## config.mk

```make
export PLATFORM = sky130hd
export DESIGN_NAME = syscall_unit
export DESIGN_NICKNAME = d
export VERILOG_FILES = /design/src/rtl/syscall_pkg.sv /design/src/rtl/bin2bcd_seq.sv /design/src/rtl/syscall_unit.sv
export SDC_FILE = /design/constraint.sdc
export NUM_CORES = 1
export LEC_CHECK = 0
export BUFFER_PORTS_ARGS = -buffer_cell sky130_fd_sc_hd__buf_4
export CORE_AREA = 2 2 203 205
export CTS_CLUSTER_DIAMETER = 40
export DETAILED_ROUTE_END_ITERATION = 7
export DIE_AREA = 0 0 205 207
export HOLD_SLACK_MARGIN = 0.12
export PLACE_DENSITY_LB_ADDON = 0.12
export REMOVE_ABC_BUFFERS = 1
export SYNTH_ARGS = -nofsm -noshare
export SYNTH_HDL_FRONTEND = slang
export SYNTH_SLANG_ARGS = --single-unit
```

## constraint.sdc

```tcl
create_clock -name clk -period 5.4 [get_ports clk]
set_input_delay 0.27 -clock clk [delete_from_list [all_inputs] [get_ports clk]]
set_output_delay 0.27 -clock clk [all_outputs]
set_load 0.05 [all_outputs]
```

## src/rtl/syscall_pkg.sv

```systemverilog
// Shared service codes, FSM state encoding and ASCII helpers for the syscall unit.
// Latency: none (types/constants only); backpressure: not applicable.
package syscall_pkg;

  localparam int SYS_PRINT_INT  = 1;
  localparam int SYS_PRINT_STR  = 4;
  localparam int SYS_EXIT       = 10;
  localparam int SYS_PRINT_CHAR = 11;
  localparam int SYS_PRINT_HEX  = 34;

  localparam logic [7:0] ASCII_0     = 8'h30;
  localparam logic [7:0] ASCII_MINUS = 8'h2D;
  localparam logic [7:0] ASCII_X     = 8'h78;
  localparam logic [7:0] ASCII_A_LC  = 8'h61;

  typedef enum logic [2:0] {
    S_IDLE,
    S_CONV,
    S_EMIT_INT,
    S_STR_RD,
    S_STR_EMIT,
    S_EMIT_CHAR,
    S_DONE,
    S_HALT
  } state_t;

  // Decimal digits needed for a w-bit unsigned value (log10(2) ~ 0.30103).
  function automatic int bcd_digits(input int w);
    return (w * 30103) / 100000 + 1;
  endfunction

  function automatic logic [7:0] hex_chr(input logic [3:0] n);
    return (n < 4'd10) ? (ASCII_0 + {4'h0, n}) : (ASCII_A_LC - 8'd10 + {4'h0, n});
  endfunction

endpackage

```

## src/rtl/bin2bcd_seq.sv

```systemverilog
// Sequential double-dabble: DATA_W-bit binary to DIGITS BCD digits, one shift per cycle.
// Latency: o_done high DATA_W cycles after i_start (first shift happens on the start edge); no backpressure.
module bin2bcd_seq #(
  parameter int DATA_W = 32,
  parameter int DIGITS = 10
) (
  input  logic                  clk,
  input  logic                  rst_n,
  input  logic                  i_start,
  input  logic [DATA_W-1:0]     i_bin,
  output logic                  o_busy,
  output logic                  o_done,
  output logic [4*DIGITS-1:0]   o_bcd
);

  localparam int CNT_W = $clog2(DATA_W + 1);

  logic                r_busy;
  logic [CNT_W-1:0]    r_cnt;
  logic [DATA_W-1:0]   r_bin;
  logic [4*DIGITS-1:0] r_bcd;

  logic [DATA_W-1:0]   w_bin_src;
  logic [4*DIGITS-1:0] w_bcd_src;
  logic [4*DIGITS-1:0] w_adj;
  logic [4*DIGITS-1:0] w_bcd_nxt;

  always_comb begin
    w_bin_src = i_start ? i_bin : r_bin;
    w_bcd_src = i_start ? '0 : r_bcd;
    w_adj     = w_bcd_src;
    for (int i = 0; i < DIGITS; i++) begin
      if (w_bcd_src[4*i +: 4] >= 4'd5) w_adj[4*i +: 4] = w_bcd_src[4*i +: 4] + 4'd3;
    end
    // The top adjusted bit can never be set for a correctly sized digit count.
    w_bcd_nxt = (4*DIGITS)'({w_adj, w_bin_src[DATA_W-1]});
  end

  always_ff @(posedge clk or negedge rst_n) begin
    if (!rst_n) begin
      r_busy <= 1'b0;
      r_cnt  <= '0;
      r_bin  <= '0;
      r_bcd  <= '0;
    end else if (i_start) begin
      r_busy <= 1'b1;
      r_cnt  <= CNT_W'(DATA_W - 1);
      r_bin  <= w_bin_src << 1;
      r_bcd  <= w_bcd_nxt;
    end else if (r_busy) begin
      if (r_cnt != '0) begin
        r_cnt <= r_cnt - CNT_W'(1);
        r_bin <= w_bin_src << 1;
        r_bcd <= w_bcd_nxt;
      end else begin
        r_busy <= 1'b0;
      end
    end
  end

  assign o_busy = r_busy & (r_cnt != '0);
  assign o_done = r_busy & (r_cnt == '0);
  assign o_bcd  = r_bcd;

endmodule

```

## src/rtl/syscall_unit.sv

```systemverilog
// Syscall execution unit: print-int/str/char, exit (sticky halt); SYSCALL_HEX_EN adds print-hex (code 34).
// Latency: char byte 1 cycle after accept, int DATA_W+1; console bytes held until out_ready, pipeline stalled via sys_busy.
module syscall_unit
  import syscall_pkg::*;
#(
  parameter int DATA_W      = 32,
  parameter int ADDR_W      = 32,
  parameter int MAX_STR_LEN = 256
) (
  input  logic              clk,
  input  logic              rst_n,
  input  logic              sys_req,
  input  logic [DATA_W-1:0] v0,
  input  logic [DATA_W-1:0] a0,
  output logic              sys_busy,
  output logic              sys_done,
  output logic              halt,
  output logic              mem_rd_req,
  output logic [ADDR_W-1:0] mem_addr,
  input  logic              mem_rd_ack,
  input  logic [7:0]        mem_rd_data,
  output logic              out_valid,
  output logic [7:0]        out_data,
  input  logic              out_ready
);

  localparam int DIGITS     = bcd_digits(DATA_W);
  localparam int HEX_DIGITS = DATA_W / 4;
  localparam int IDX_W      = $clog2(MAX_STR_LEN + 1);

  state_t              r_state;
  logic                r_done, r_halt, r_rd_req, r_out_vld;
  logic [7:0]          r_out_dat;
  logic [ADDR_W-1:0]   r_addr, r_base;
  logic [IDX_W-1:0]    r_sidx;
  logic [7:0]          r_idx;
  logic                r_more, r_pre, r_neg, r_hex;
  logic [DATA_W-1:0]   r_mag;

  logic                w_conv_start, w_conv_busy, w_conv_done;
  logic [DATA_W-1:0]   w_mag;
  logic [4*DIGITS-1:0] w_bcd;
  logic [3:0]          w_dig, w_lead_dig;
  logic [7:0]          w_lead, w_dig_chr;
  logic [IDX_W-1:0]    w_sidx_n;

  assign w_conv_start = (r_state == S_IDLE) & sys_req & (v0 == DATA_W'(SYS_PRINT_INT));
  assign w_mag        = a0[DATA_W-1] ? -a0 : a0;
  assign w_sidx_n     = r_sidx + IDX_W'(1);

  bin2bcd_seq #(.DATA_W(DATA_W), .DIGITS(DIGITS)) u_bin2bcd (
    .clk     (clk),
    .rst_n   (rst_n),
    .i_start (w_conv_start),
    .i_bin   (w_mag),
    .o_busy  (w_conv_busy),
    .o_done  (w_conv_done),
    .o_bcd   (w_bcd)
  );

  // r_idx walks down from the most significant printed digit/nibble.
  always_comb begin
    w_dig      = '0;
    w_lead     = '0;
    w_lead_dig = '0;
    for (int i = 0; i < DIGITS; i++) begin
      if (!r_hex && r_idx == 8'(i)) w_dig = w_bcd[4*i +: 4];
      if (w_bcd[4*i +: 4] != 4'd0) begin
        w_lead     = 8'(i);
        w_lead_dig = w_bcd[4*i +: 4];
      end
    end
    for (int i = 0; i < HEX_DIGITS; i++) begin
      if (r_hex && r_idx == 8'(i)) w_dig = r_mag[4*i +: 4];
    end
    w_dig_chr = r_hex ? hex_chr(w_dig) : (ASCII_0 + {4'h0, w_dig});
  end

  always_ff @(posedge clk or negedge rst_n) begin
    if (!rst_n) begin
      r_state   <= S_IDLE;
      r_done    <= 1'b0;
      r_halt    <= 1'b0;
      r_rd_req  <= 1'b0;
      r_out_vld <= 1'b0;
      r_out_dat <= '0;
      r_addr    <= '0;
      r_base    <= '0;
      r_sidx    <= '0;
      r_idx     <= '0;
      r_more    <= 1'b0;
      r_pre     <= 1'b0;
      r_neg     <= 1'b0;
      r_hex     <= 1'b0;
      r_mag     <= '0;
    end else begin
      case (r_state)
        S_IDLE: if (sys_req) begin
          r_mag <= a0;
          r_neg <= a0[DATA_W-1];
          r_hex <= 1'b0;
          case (v0)
            DATA_W'(SYS_PRINT_INT): r_state <= S_CONV;
            DATA_W'(SYS_PRINT_STR): begin
              r_state  <= S_STR_RD;
              r_rd_req <= 1'b1;
              r_addr   <= ADDR_W'(a0);
              r_base   <= ADDR_W'(a0);
              r_sidx   <= '0;
            end
            DATA_W'(SYS_PRINT_CHAR): begin
              r_state   <= S_EMIT_CHAR;
              r_out_vld <= 1'b1;
              r_out_dat <= a0[7:0];
            end
            DATA_W'(SYS_EXIT): begin
              r_state <= S_HALT;
              r_halt  <= 1'b1;
              r_done  <= 1'b1;
            end
`ifdef SYSCALL_HEX_EN
            DATA_W'(SYS_PRINT_HEX): begin
              r_state   <= S_EMIT_INT;
              r_hex     <= 1'b1;
              r_pre     <= 1'b1;
              r_more    <= 1'b1;
              r_idx     <= 8'(HEX_DIGITS - 1);
              r_out_vld <= 1'b1;
              r_out_dat <= ASCII_0;
            end
`endif
            default: begin
              r_state <= S_DONE;
              r_done  <= 1'b1;
            end
          endcase
        end
        S_CONV: if (w_conv_done) begin
          r_state   <= S_EMIT_INT;
          r_out_vld <= 1'b1;
          if (r_neg) begin
            r_out_dat <= ASCII_MINUS;
            r_idx     <= w_lead;
            r_more    <= 1'b1;
          end else begin
            r_out_dat <= ASCII_0 + {4'h0, w_lead_dig};
            r_idx     <= w_lead - 8'd1;
            r_more    <= (w_lead != 8'd0);
          end
        end else if (!w_conv_busy) begin
          r_state <= S_DONE;
          r_done  <= 1'b1;
        end
        S_EMIT_INT: if (out_ready) begin
          if (r_pre) begin
            r_out_dat <= ASCII_X;
            r_pre     <= 1'b0;
          end else if (r_more) begin
            r_out_dat <= w_dig_chr;
            r_more    <= (r_idx != 8'd0);
            r_idx     <= r_idx - 8'd1;
          end else begin
            r_out_vld <= 1'b0;
            r_state   <= S_DONE;
            r_done    <= 1'b1;
          end
        end
        S_STR_RD: if (mem_rd_ack) begin
          r_rd_req <= 1'b0;
          if (mem_rd_data == 8'h00) begin
            r_state <= S_DONE;
            r_done  <= 1'b1;
          end else begin
            r_state   <= S_STR_EMIT;
            r_out_vld <= 1'b1;
            r_out_dat <= mem_rd_data;
          end
        end
        S_STR_EMIT: if (out_ready) begin
          r_out_vld <= 1'b0;
          r_sidx    <= w_sidx_n;
          if (w_sidx_n == IDX_W'(MAX_STR_LEN)) begin
            r_state <= S_DONE;
            r_done  <= 1'b1;
          end else begin
            r_state  <= S_STR_RD;
            r_rd_req <= 1'b1;
            r_addr   <= r_base + ADDR_W'(w_sidx_n);
          end
        end
        S_EMIT_CHAR: if (out_ready) begin
          r_out_vld <= 1'b0;
          r_state   <= S_DONE;
          r_done    <= 1'b1;
        end
        S_DONE: begin
          r_done  <= 1'b0;
          r_state <= S_IDLE;
        end
        S_HALT:  r_done  <= 1'b0;
        default: r_state <= S_IDLE;
      endcase
    end
  end

  assign sys_busy   = r_halt | ((r_state != S_IDLE) & ~r_done) | ((r_state == S_IDLE) & sys_req);
  assign sys_done   = r_done;
  assign halt       = r_halt;
  assign mem_rd_req = r_rd_req;
  assign mem_addr   = r_addr;
  assign out_valid  = r_out_vld;
  assign out_data   = r_out_dat;

endmodule

```

# After elaboration in Yosys (flattened, before gate mapping)
# Cells that the tools add are included.
# totals
regBits	177
ramBits	0
output_inout_bits	45
inputBits	77
mem_count	0
latchBits	0
word_cells	255
mem_bits_ro	0
# classes
n_shift	0
n_eq_ne	40
bitwise	8
n_div	0
n_lt_le_gt_ge	10
multipliers	0
add_sub_neg	18
mux	121
n_reduce_logical	42
# ops
op	n
$mux 32	9
$mux 40	4
$mux 8	19
$mux 4	29
$eq 32x4->1 const B	2
$pmux 32 s2	1
$reduce_bool 4->1	11
$ge 4x3->1 const B	10
$add 4x2->4 const B	9
$add 32x9->32	1
$eq 32x1->1 const B	1
$eq 32x3->1 const B	1
$eq 8x3->1 const B	4
$mux 1	32
$neg 32->32	1
$pmux 8 s4	1
$mux 3	10
$ne 2x2->1 const B	14
$mux 9	3
$pmux 3 s7	1
$mux 6	3
$pmux 9 s2	1
$eq 8x2->1 const B	2
$eq 8x4->1 const B	2
other kinds (42)	68

# Depth between registers and ports, before layout
# Gate-level depths: netlist of the first run.
# depth
ltp_word	15
mapped_depth	15
ltp_nobuf	13

# Modules after synthesis
# From an unflattened synthesis of the first run, not the netlist that was laid out.
# hier_totals
cells_unflattened	1474
hier_area_um2	12042.8
# modules_own_cells
module	cells_each	area_per_inst_um2	seq_area_each_um2	n_inst
syscall_unit	975	7633.6	2452.4	1
bin2bcd_seq	499	4409.2	1951.9	1

# Worst setup path before layout of the first run
# No wires, ideal clock.
# synth_timing
path_type	register to register
start	reg r_sidx[0]
end	reg r_addr[29] (netlist: mem_addr[29])
stages_incl_launch_ff	13
arrival_ps	2910
n_path_buf	1
t_required_ps	5269
setup_slack_ps	2359
period_less_slack_ps	3041
path_cell_list	dfrtp_1 -> ha_1 -> nand2_1 -> or4_1 -> nand2_1 -> ha_1 -> a21o_1 -> nor2b_1 -> a31oi_1 -> clkbuf_1 -> nand3b_1 -> xor2_1 -> o211ai_1
# synth_between
elab_chain_cells	5
word_cells_on_any_way	8
classes_between	2 x add/sub; 2 x eq/ne; 3 x mux; 1 x reduce/logical
# synth_lines
element	line	rtl
start: declaration	syscall_unit.sv:35	logic [IDX_W-1:0] r_sidx;
start signal: assignment	syscall_unit.sv:181	r_sidx <= w_sidx_n;
$add 9x1->9 *	syscall_unit.sv:49	assign w_sidx_n = r_sidx + IDX_W'(1);
$add 32x9->32	syscall_unit.sv:188	r_addr <= r_base + ADDR_W'(w_sidx_n);
$mux 32	syscall_unit.sv:182	if (w_sidx_n == IDX_W'(MAX_STR_LEN)) begin
$mux 32	syscall_unit.sv:179	S_STR_EMIT: if (out_ready) begin
$pmux 32 s2	syscall_unit.sv:97	case (r_state)
end signal: assignment	syscall_unit.sv:107	r_addr <= ADDR_W'(a0);
end signal: assignment	syscall_unit.sv:188	
end: declaration	syscall_unit.sv:34	logic [ADDR_W-1:0] r_addr, r_base;
# Every way passes the cells marked *; elsewhere a longest branch is shown, timed or not. The select of a mux whose other input is x is not followed.
# A chain may end at the register's enable or synchronous reset.

# Final worst setup path of the first run
# layout_timing
start	reg r_state[1]
end	reg u_bin2bcd.r_bcd[2] (netlist: u_bin2bcd.o_bcd[2])
# layout_between
elab_chain_cells	9
word_cells_on_any_way	13
classes_between	1 x add/sub; 1 x order compare; 5 x mux; 2 x bitwise; 4 x reduce/logical
# layout_lines
element	line	rtl
start: declaration	syscall_unit.sv:31	state_t r_state;
start signal: assignment	syscall_unit.sv:81	r_state <= S_IDLE;
start signal: assignment	syscall_unit.sv:103	DATA_W'(SYS_PRINT_INT): r_state <= S_CONV;
start signal: assignment	syscall_unit.sv:105	r_state <= S_STR_RD;
$logic_not 3->1 *	syscall_unit.sv:47	assign w_conv_start = (r_state == S_IDLE) & sys_req & (v0 == DATA_W'(SYS_PRINT_INT));
$and 1x1->1 * (2 in series)	syscall_unit.sv:47	
$mux 40	bin2bcd_seq.sv:30	w_bcd_src = i_start ? '0 : r_bcd;
$add 4x2->4 / $ge 4x3->1 (equally long branches)	bin2bcd_seq.sv:33	if (w_bcd_src[4*i +: 4] >= 4'd5) w_adj[4*i +: 4] = w_bcd_src[4*i +: 4] + 4'd3;
$mux 4	bin2bcd_seq.sv:33	
$mux 40	bin2bcd_seq.sv:51	if (r_cnt != '0) begin
$mux 40	bin2bcd_seq.sv:50	end else if (r_busy) begin
$mux 40	bin2bcd_seq.sv:45	end else if (i_start) begin
end signal: assignment	bin2bcd_seq.sv:49	r_bcd <= w_bcd_nxt;
end signal: assignment	bin2bcd_seq.sv:54	r_bcd <= w_bcd_nxt;
end: declaration	bin2bcd_seq.sv:21	logic [4*DIGITS-1:0] r_bcd;
# Marked as above.

==> flow_summary.toml, run 1 <==
[logic_synthesis]
ys_ff_latch = 176
ys_dominant_reg_cell = "dfrtp_1"
synth_cell_type_count = 84
async_flop_share = 1.000
synth_edf_count = 0
synthesis.area_um2 = 11980
yosysTopAreaCellShare = 0.3675
yosys_warnings = 0
seq_area_frac_synth = 0.3675
synth.area.top_cells = "dfrtp_1 37%, nand2_1 9.0%, ha_1 4.2%, o21ai_0 4.1%, a21oi_1 4.0%"
synth_cells = 1504
yosysTopAreaCell = "dfrtp_1"
synth_area_per_cell_um2 = 7.968

[placement]
place_ws_ns = 1.686
gp_congestion = 0.8322
hpwl_um = 27650
io_buffers = 121
placed_area_um2 = 13350
dp.cells = 2078

[cts]
clk_latency_ns = 0.46
cts_tree = "done"
cts_buffer_depth = 2
path_clk_slew_ns = 0.07
cts-root-buf = "clkbuf_16"
cts-htree-levels = 4
numCtsBuffers = 17
cts.repair.resized = 0
cts_num_sinks = 176

[sta]
skew_ns = 0.01641
max_clock_freq_mhz = 279.5
setup_ws_ns = 1.822
worstMarginPinSlew_ns = 0.9767
rsz0062_at_grt = "no"
fin_crit_ns = 3.578
hold_viol = 0
finalSetupTns_ns = 0
relSlewSlack = 0.3464
drv_slew = 0
setup_viol = 0
period_share = 0.6626

[drt]
avgRoutedWirePerCell_um = 18.53
wl_um = 39640
post-route-drc-count = 0
drtIter0Drc = 790
vias = 11290
viasPerCell = 5.276
drt-pass1-iter-count = 5
final_antenna_net_count = 0

[global_route]
grt_max_degree = 89
grt_pass1_vias = 10890
antenna_found_initial = 1
track_usage = 0.1905
grt_first_pass_wirelength_um = 63690
global_route.overflow_total = 0

[setup_path]
critPathLaunchType = "flip-flop"
cp_slowest_cell = "dfrtp_1"
crit_fanout = 40
path_common_cell = "nand2_1"
critPathKind = "flip-flop to flip-flop"
cp.required_ns = 5.78
critPathCaptureType = "flip-flop"
cp_top_family = "simple AND/OR/NAND/NOR gates"
crit_buf_inv = 1
critPathArrivalTime_ns = 3.96
crit_chain = "nor3_2 -> nand2_1 -> nor2_1 -> nand3_2 -> nand2_1 -> inv_1 -> ha_1 -> nand2b_1 -> a21oi_1 -> nand2_1 -> o211ai_1 -> o21ai_0 -> nor2_1"
cpPeakStageDelay_ns = 0.65

[finish]
final_common_cell = "nand2_1"
stdcell_count = 2139
final_cell_mix = "287 x nand2_1, 176 x dfrtp_1, 142 x buf_4"
drive_above_1_share = 0.1307
design_area_um2 = 14220
num_antenna_cells = 0
syn_to_final_growth_pct = 18.63
fillers = 4323
nNetsFinal = 1713

[pwr]
swShare = 0.4496
p_per_area_nw_per_um2 = 379.1
power_frac_seq = 0.337
p_int_mw = 2.966
power.switching_mw = 2.423
ir_drop_mv = 0.2874
clkPwrFrac = 0.234
pwr-share-comb = 0.429
p_leak_nw = 6.080

[job]
cap_violations = 0

[run_status]
status = "completed"

[die]
dieArea_um2 = 42440
rows = 74
io_pins = 122
die_w_um = 205
die_h_um = 207
start_util = 0.2969
core_area_um2 = 40370

[hold_path]
min_path_type = "input port to flip-flop"
-- metal layers --
metal  track usage  up-vias  share of wire
li1              -     5528              -
met1        0.2854     5469           0.51
met2        0.2858      255           0.44
met3       0.02313       33          0.037
met4       0.05383        0          0.015
met5             0        -              0
-- per-stage QoR --
stage                     power (mW)  utilization  hold WS (ns)
after floorplan                3.245            -      -0.02559
after global placement         4.125       0.3308        0.4178
after detailed placement       4.120       0.3308        0.4154
after CTS                      5.423       0.3522        0.1234
after global routing           5.684       0.3522        0.1380
final                          5.389       0.3522        0.1515
-- tightest hold or removal path: cells and delay by family --
kind,cells,cell delay [ns]
buffers and inverters,1,0.16
AND/OR/NAND/NOR,2,0.13
-- worst paths after layout --
kind | start | to | slack [ns] | cells after the start
worst min-delay path | a0[6] | r_base[6]$_DFFE_PN0P_ | 0.15 | 3
min in group asynchronous | rst_n | u_bin2bcd.o_bcd[11]$_DFFE_PN0P_ | 0.45 | 2
worst min register to register | mem_rd_req$_DFFE_PN0P_ | mem_rd_req$_DFFE_PN0P_ | 0.48 | 2
max in group asynchronous | rst_n | mem_addr[0]$_DFFE_PN0P_ | 3.75 | 3
worst max-delay path | r_state[1]$_DFFE_PN0P_ | u_bin2bcd.o_bcd[2]$_DFFE_PN0P_ | 1.82 | 13
worst max register to register | r_state[1]$_DFFE_PN0P_ | u_bin2bcd.o_bcd[2]$_DFFE_PN0P_ | 1.82 | 13
-- timing repair --
action                                 CTS  global route
setup endpoints to repair                0             0
setup buffers                            0             0
hold buffers                            30             0
endpoints found under the hold margin  117             0
-- sequential cells by signal, summed over array words and instances, names as in the netlist --
signal,flops
halt,1
r_idx,8
r_sidx,9
u_bin2bcd.o_bcd,40
u_bin2bcd.r_busy,1
u_bin2bcd.r_cnt,6
r_state,3
r_more,1
sys_done,1
mem_addr,32
u_bin2bcd.r_bin,31
mem_rd_req,1
out_valid,1
r_base,32
out_data,8
r_neg,1
-- cells by family (layout without fill, tap and decap cells) --
group                    count (synthesis)  after routing  share of synthesized area
flip-flops                             176            176                     0.3675
buffers and inverters                  137            240                    0.04458
AND/OR/NAND/NOR                        683            683                     0.2776
adder cells (fa/ha/maj)                 41             41                    0.04343
XOR/XNOR                                81             81                    0.05920
AO/OA/AOI/OAI                          379            379                     0.2016
multiplexers                             7              7                   0.006056
-- cell type report --
cell class,count,area [um2],share of cell area
Clock buffer,19,442.9,0.03116
Tap cell,532,665.6,0.04682
Multi-Input combinational cell,1191,7068,0.4972
Timing Repair Buffer,173,1380,0.09708
Sequential cell,176,4404,0.3098
Inverter,36,135.1,0.009505
Clock inverter,12,120.1,0.008449
-- cell usage after synthesis (all sizes together), types with 3 or more instances --
cell	number
a211oi	13
a21boi	3
a21o	5
a21oi	97
a221oi	6
a22o	6
a22oi	9
a31oi	30
a32o	5
and2	7
and3	24
and4	6
buf	20
clkbuf	81
dfrtp	176
ha	40
inv	36
mux2i	5
nand2	289
nand2b	18
nand3	45
nand3b	6
nand4	12
nand4b	7
nor2	126
nor2b	16
nor3	37
nor3b	8
nor4	30
nor4b	16
o211ai	22
o21a	15
o21ai	100
o21bai	6
o221a	3
o22ai	16
o31ai	16
o41ai	7
or2	7
or3	13
or4	11
xnor2	41
xor2	40
-- power groups by stage --
stage          combinational, mW  clock, mW  sequential, mW
6_report                    2.31       1.26            1.82
5_1_grt                     2.49       1.34            1.85
4_1_cts                     2.31       1.30            1.82
3_5_place_dp                2.28          0            1.84
3_3_place_gp                2.28          0            1.84
2_1_floorplan              0.987          0            2.26
Note: power is estimated with default switching activity, not from simulation.
==> run 2: changes to the inputs <==
- ABC_AREA: default -> 1
- CORE_AREA: 2 2 203 205 -> 2 2 202 204
- DIE_AREA: 0 0 205 207 -> 0 0 204 206
- clock period: 5.4 -> 3 ns (I/O delays scaled with it)
==> run 2 against run 1 <==
Combinational power up 110%. Clock power up 83%. Synthesized cell count up 8.8%. Critical endpoint is now mem_addr[25]$_DFFE_PN0P_. Routed wire length down 0.35%. Count of clock-buffer cells in the layout up 2. Critical path depth up 5. Final cell count up 11%. Power up 92%. Area after synthesis down 1.2%. Clock skew up 0.0046 ns.
==> flow_summary.toml, run 2 <==
[logic_synthesis]
ys_ff_latch = 176
yosysTopAreaCellShare = 0.3721
synth.area.top_cells = "dfrtp_1 37%, nand2_1 11%, o21ai_0 9.1%, inv_1 6.3%, a21oi_1 4.9%"
yosys_warnings = 0
ys_dominant_reg_cell = "dfrtp_1"
yosysTopAreaCell = "dfrtp_1"
synth_cells = 1637
async_flop_share = 1.000
synth_area_per_cell_um2 = 7.230
ys_top_cells_by_count = "355 x nand2_1, 215 x o21ai_0, 200 x inv_1"
synth_cell_type_count = 60
synthesis.area_um2 = 11840
synth_most_common_cell = "nand2_1"
synth_edf_count = 0
seq_area_frac_synth = 0.3721

[hold_path]
min_path_type = "input port to flip-flop"
worstHoldPathCells = 5
whs_endpoint = "r_base[29]$_DFFE_PN0P_"
worstHoldStart = "v0[0]"

[sta]
period_share = 0.9986
max_clock_freq_mhz = 333.8
worstMarginPinSlew_ns = 0.8004
setup_viol = 0
hold_viol = 0
rsz0062_at_grt = "yes"
drv_slew = 0
relSlewSlack = 0.4664
fin_crit_ns = 2.996
skew_ns = 0.02104
setup_ws_ns = 0.004164

[global_route]
track_usage = 0.1935
antenna_found_initial = 3
grt_pass1_vias = 11450
grt_first_pass_wirelength_um = 63560
grt_max_degree = 84
global_route.overflow_total = 0

[drt]
wl_um = 39500
final_antenna_net_count = 0
avgRoutedWirePerCell_um = 16.59
drt-pass1-iter-count = 5
post-route-drc-count = 0
drtIter0Drc = 556
viasPerCell = 4.873
vias = 11600

[finish]
nNetsFinal = 1952
drive_above_1_share = 0.1711
final_cell_mix = "349 x nand2_1, 204 x o21ai_0, 197 x inv_1"
final_common_cell = "nand2_1"
syn_to_final_growth_pct = 26.12
multi_input_area_um2 = 6588
design_area_um2 = 14930
largest_reg_flops = 40
fillers = 4309
seqCellArea_um2 = 4404

[setup_path]
cpPeakStageDelay_ns = 0.39
critPathKind = "flip-flop to flip-flop"
r2r_end = "mem_addr[25]$_DFFE_PN0P_"
crit_fanout = 4
critPathLaunchType = "flip-flop"
crit_start = "r_sidx[0]$_DFFE_PN0P_"
critPathCaptureType = "flip-flop"
crit_chain = "ha_2 -> nand2_2 -> nor2_2 -> nand4_1 -> nor2_1 -> xor2_1 -> inv_1 -> ha_4 -> a21oi_2 -> a21boi_4 -> nor2_4 -> nand3_4 -> nor2_4 -> nand4_1 -> nor2_2 -> xor2_1 -> o21ai_1 -> nand2_1"
cp_slowest_cell = "dfrtp_1"
cp.required_ns = 3.34
reg2reg_slack_ns = 0.004
critPathArrivalTime_ns = 3.33
timing.rr.start = "r_sidx[0]$_DFFE_PN0P_"
reg2reg_depth = 18

[die]
rows = 74
io_pins = 122
die_w_um = 204
start_util = 0.2945
dieArea_um2 = 42020
core_area_um2 = 40180
die_h_um = 206

[placement]
place_ws_ns = -0.2415
io_buffers = 121
placed_area_um2 = 13670
hpwl_um = 29370
gp_congestion = 0.9152

[cts]
numCtsBuffers = 17
clk_latency_ns = 0.46
cts_tree = "done"
cts-htree-levels = 4
cts_num_sinks = 176
cts_buffer_depth = 2
path_clk_slew_ns = 0.08
cts-root-buf = "clkbuf_16"

[pwr]
ir_drop_mv = 0.5330
p_leak_nw = 7.122
p_per_area_nw_per_um2 = 692.6

[run_status]
status = "completed"

[job]
cap_violations = 0
## run 2: through the flow
step	total power, mW	utilization	TNS [ns]	cells	hold slack (ns)
floorplan	6.159	-	-52.17	1587	-0.1456
global placement	7.929	0.3401	-0.9772	2300	0.2932
detailed placement	7.955	0.3401	-1.674	2300	0.2874
CTS	10.42	0.3670	-0.1574	2373	0.1272
global route	11.05	0.3715	-1.845	2381	0.1768
finish	10.34	0.3715	0	2381	0.1500
## run 2: timing repair
item / 4_1_cts / 5_1_grt
setup buffers: 2 / 6
hold endpoints to repair: 149 / 0
pin swaps: 15 / 28
gates resized for setup: 18 / 40
hold buffers: 39 / 0
endpoints found under the setup margin: 17 / 26
## run 2: power by group
part | leakage [nW] | internal, mW | switching [mW]
combinational | 4.74 | 1.60 | 3.27
sequential | 2.11 | 2.80 | 0.360
clock | 0.276 | 1.22 | 1.09
## run 2: how the worst max path moves through the flow
stage | slack [ns] | endpoint
global route | -0.21 | mem_addr[26]$_DFFE_PN0P_
global placement | -0.18 | mem_addr[26]$_DFFE_PN0P_
CTS | -0.07 | mem_addr[26]$_DFFE_PN0P_
finish | 0.004 | mem_addr[25]$_DFFE_PN0P_
detailed placement | -0.24 | mem_addr[26]$_DFFE_PN0P_
floorplan | -1.10 | mem_addr[13]$_DFFE_PN0P_
## run 2: final cells by class
type                       count  area share
timing repair buffer         228      0.1255
clock buffer                  21     0.03085
multi-input combinational   1198      0.4413
clock inverter                11    0.007963
antenna                        2   0.0003353
inverter                     213     0.05440
sequential                   176      0.2951
tap                          532     0.04459
## run 2: logic make-up (layout without fill, tap and decap cells)
logic type                 after synthesis  after routing  share of synthesized area
xor gates and xnor gates                52             52                    0.03912
DFF                                    176            176                     0.3721
other                                    0              2                          0
buffers and inverters                  263            473                    0.09018
AOI/OAI and AO/OA                      439            439                     0.2052
and+or+nand+nor                        663            663                     0.2466
muxes                                    3              3                   0.002749
adders and majority gates               41             41                    0.04398
## run 2: metal layers
layer / part of all wire / vias to the layer above / global-route usage
li1: - / 5874 / -
met1: 0.46 / 5515 / 0.2522
met2: 0.49 / 176 / 0.3364
met3: 0.030 / 35 / 0.02775
met4: 0.016 / 2 / 0.04917
met5: 0.00028 / - / 0
## run 2: critical path, delay by kind of cell (launching register included)
family                   cells  cell delay [ns]
XOR/XNOR                     2             0.29
adder cells (fa/ha/maj)      2             0.51
AO/OA/AOI/OAI                3             0.33
buffers and inverters        1             0.10
AND/OR/NAND/NOR             10             1.26
flip-flops                   1             0.39
==> run 3: changes to the inputs <==
- clock period: 3 -> 2.45 ns (I/O delays scaled with it)
==> run 3 against run 2 <==
The run now ends with setup timing left. Non-clock buffer count rose by 160. Die area did not move. Global-route usage rose by 1.0 points. Routed wire length rose by 7.3%. Combinational power rose by 49%. Clock power rose by 30%. Final cell count rose by 6.7%. Power rose by 36%. Flip-flop and latch count did not move. Maximum frequency fell by 2.1%.
==> flow_summary.toml, run 3 (same netlist as run 2, synthesis figures left out) <==
[job]
cap_violations = 0

[setup_path]
critPathCaptureType = "flip-flop"
reg2reg_slack_ns = -0.61
crit_end = "mem_addr[21]$_DFFE_PN0P_"
timing.rr.start = "r_sidx[0]$_DFFE_PN0P_"
crit_fanout = 4
r2r_end = "mem_addr[21]$_DFFE_PN0P_"
crit_start = "r_sidx[0]$_DFFE_PN0P_"
critPathArrivalTime_ns = 3.42
critPathKind = "flip-flop to flip-flop"
cp.required_ns = 2.81
reg2reg_depth = 20
critPathLaunchType = "flip-flop"

[finish]
nNetsFinal = 2114
design_area_um2 = 16790
seqCellArea_um2 = 4405
final_common_cell = "nand2_1"
syn_to_final_growth_pct = 41.88
num_antenna_cells = 0
drive_above_1_share = 0.2738
largest_reg_flops = 40
fillers = 4226
final_cell_mix = "333 x nand2_1, 314 x buf_4, 188 x inv_1"
multi_input_area_um2 = 6969

[placement]
hpwl_um = 30660
placed_area_um2 = 14540
place_ws_ns = -0.7577
io_buffers = 121
gp_congestion = 0.8884

[global_route]
grt_pass1_vias = 12190
grt_max_degree = 63
antenna_found_initial = 1
global_route.overflow_total = 0
grt_first_pass_wirelength_um = 66430
track_usage = 0.2035

[sta]
max_clock_freq_mhz = 326.7
relSlewSlack = 0.5463
finalSetupTns_ns = -11.37
skew_ns = 0.01573
setup_ws_ns = -0.6107
setup_viol = 32
fin_crit_ns = 3.061
rsz0062_at_grt = "yes"
worstMarginPinSlew_ns = 0.6735
drv_slew = 0
period_share = 1.249
hold_viol = 0

[cts]
cts_buffer_depth = 2
numCtsBuffers = 17
cts_num_sinks = 176
cts_tree = "done"
cts-root-buf = "clkbuf_16"
path_clk_slew_ns = 0.08
clk_latency_ns = 0.46
cts-htree-levels = 4

[drt]
post-route-drc-count = 0
drt-pass1-iter-count = 5
drtIter0Drc = 626
viasPerCell = 4.863
final_antenna_net_count = 0
wl_um = 42370
vias = 12360
avgRoutedWirePerCell_um = 16.67

[pwr]
ir_drop_mv = 0.7282
p_total_mw = 14.07
power.switching_mw = 6.236
power_frac_seq = 0.273
p_leak_nw = 8.120
clkPwrFrac = 0.212
swShare = 0.4431
pwr-share-comb = 0.515
p_per_area_nw_per_um2 = 838.1
p_int_mw = 7.837

[die]
die_w_um = 204
io_pins = 122
core_area_um2 = 40180
start_util = 0.2945
die_h_um = 206
rows = 74
dieArea_um2 = 42020

[run_status]
violations = "setup timing"
status = "finished with violations"

[hold_path]
min_path_type = "input port to async pin"
[run 3: cell type report]
class                      count  share of cell area
multi-input combinational   1198              0.4151
sequential                   176              0.2624
timing repair buffer         388              0.1963
inverter                     213             0.04851
tap                          532             0.03964
clock buffer                  19             0.02697
clock inverter                13             0.01006
timing repair inverter         2            0.001043
[run 3: through the flow]
| step | instances | hold WS [ns] | utilization |
|---|---|---|---|
| 6_report | 2541 | 0.1335 | 0.4179 |
| 5_1_grt | 2541 | 0.1436 | 0.4179 |
| 4_1_cts | 2517 | 0.1237 | 0.4019 |
| 3_5_place_dp | 2408 | 0.04452 | 0.3619 |
| 3_3_place_gp | 2408 | 0.04589 | 0.3619 |
| 2_1_floorplan | 1587 | -0.1731 | - |
[run 3: power groups by stage]
stage	combinational (mW)	sequential [mW]	clock, mW
detailed placement	6.28	3.86	0
finish	7.24	3.85	2.98
global placement	6.25	3.88	0
CTS	7.06	3.83	3.07
global route	7.90	3.91	3.17
floorplan	2.57	4.97	0
[run 3: metal layers]
layer,track usage,share of wire,wire (um)
met3,0.03280,0.034,1448
met5,0,0.00031,13
met1,0.2589,0.44,18780
met4,0.06289,0.022,922
met2,0.3534,0.50,21200
[run 3: worst min path at each step]
stage	startpoint	to	slack (ns)	cells after the start
floorplan	rst_n	halt$_DFFE_PN0P_	-0.17	0
global placement	rst_n	u_bin2bcd.o_bcd[14]$_DFFE_PN0P_	0.05	1
detailed placement	rst_n	u_bin2bcd.o_bcd[14]$_DFFE_PN0P_	0.04	1
CTS	rst_n	u_bin2bcd.o_bcd[2]$_DFFE_PN0P_	0.12	2
global route	a0[5]	r_base[5]$_DFFE_PN0P_	0.14	3
finish	rst_n	u_bin2bcd.o_bcd[11]$_DFFE_PN0P_	0.13	2
[run 3: critical path, stage by stage (launching register included)]
cell      delay, ns
dfrtp_1        0.39
ha_2           0.22
nand2_4        0.07
nor2_4         0.09
nand4_1        0.14
nand2_1        0.14
inv_2          0.07
ha_4           0.29
inv_2          0.04
o21bai_1       0.15
nor2_1         0.08
o21ai_2        0.10
a21boi_4       0.10
nor2_4         0.12
nand3_4        0.14
nor2_4         0.15
nand4_1        0.16
buf_4          0.19
xnor2_2        0.12
o21ai_1        0.12
nand2_1        0.06
[run 3: timing repair]
action	CTS	global route
gates cloned	3	3
hold buffers	42	0
gates resized for setup	71	128
pin swaps	37	63
setup endpoints to repair	38	93
buffers inserted	36	38
endpoints found under the hold margin	256	0
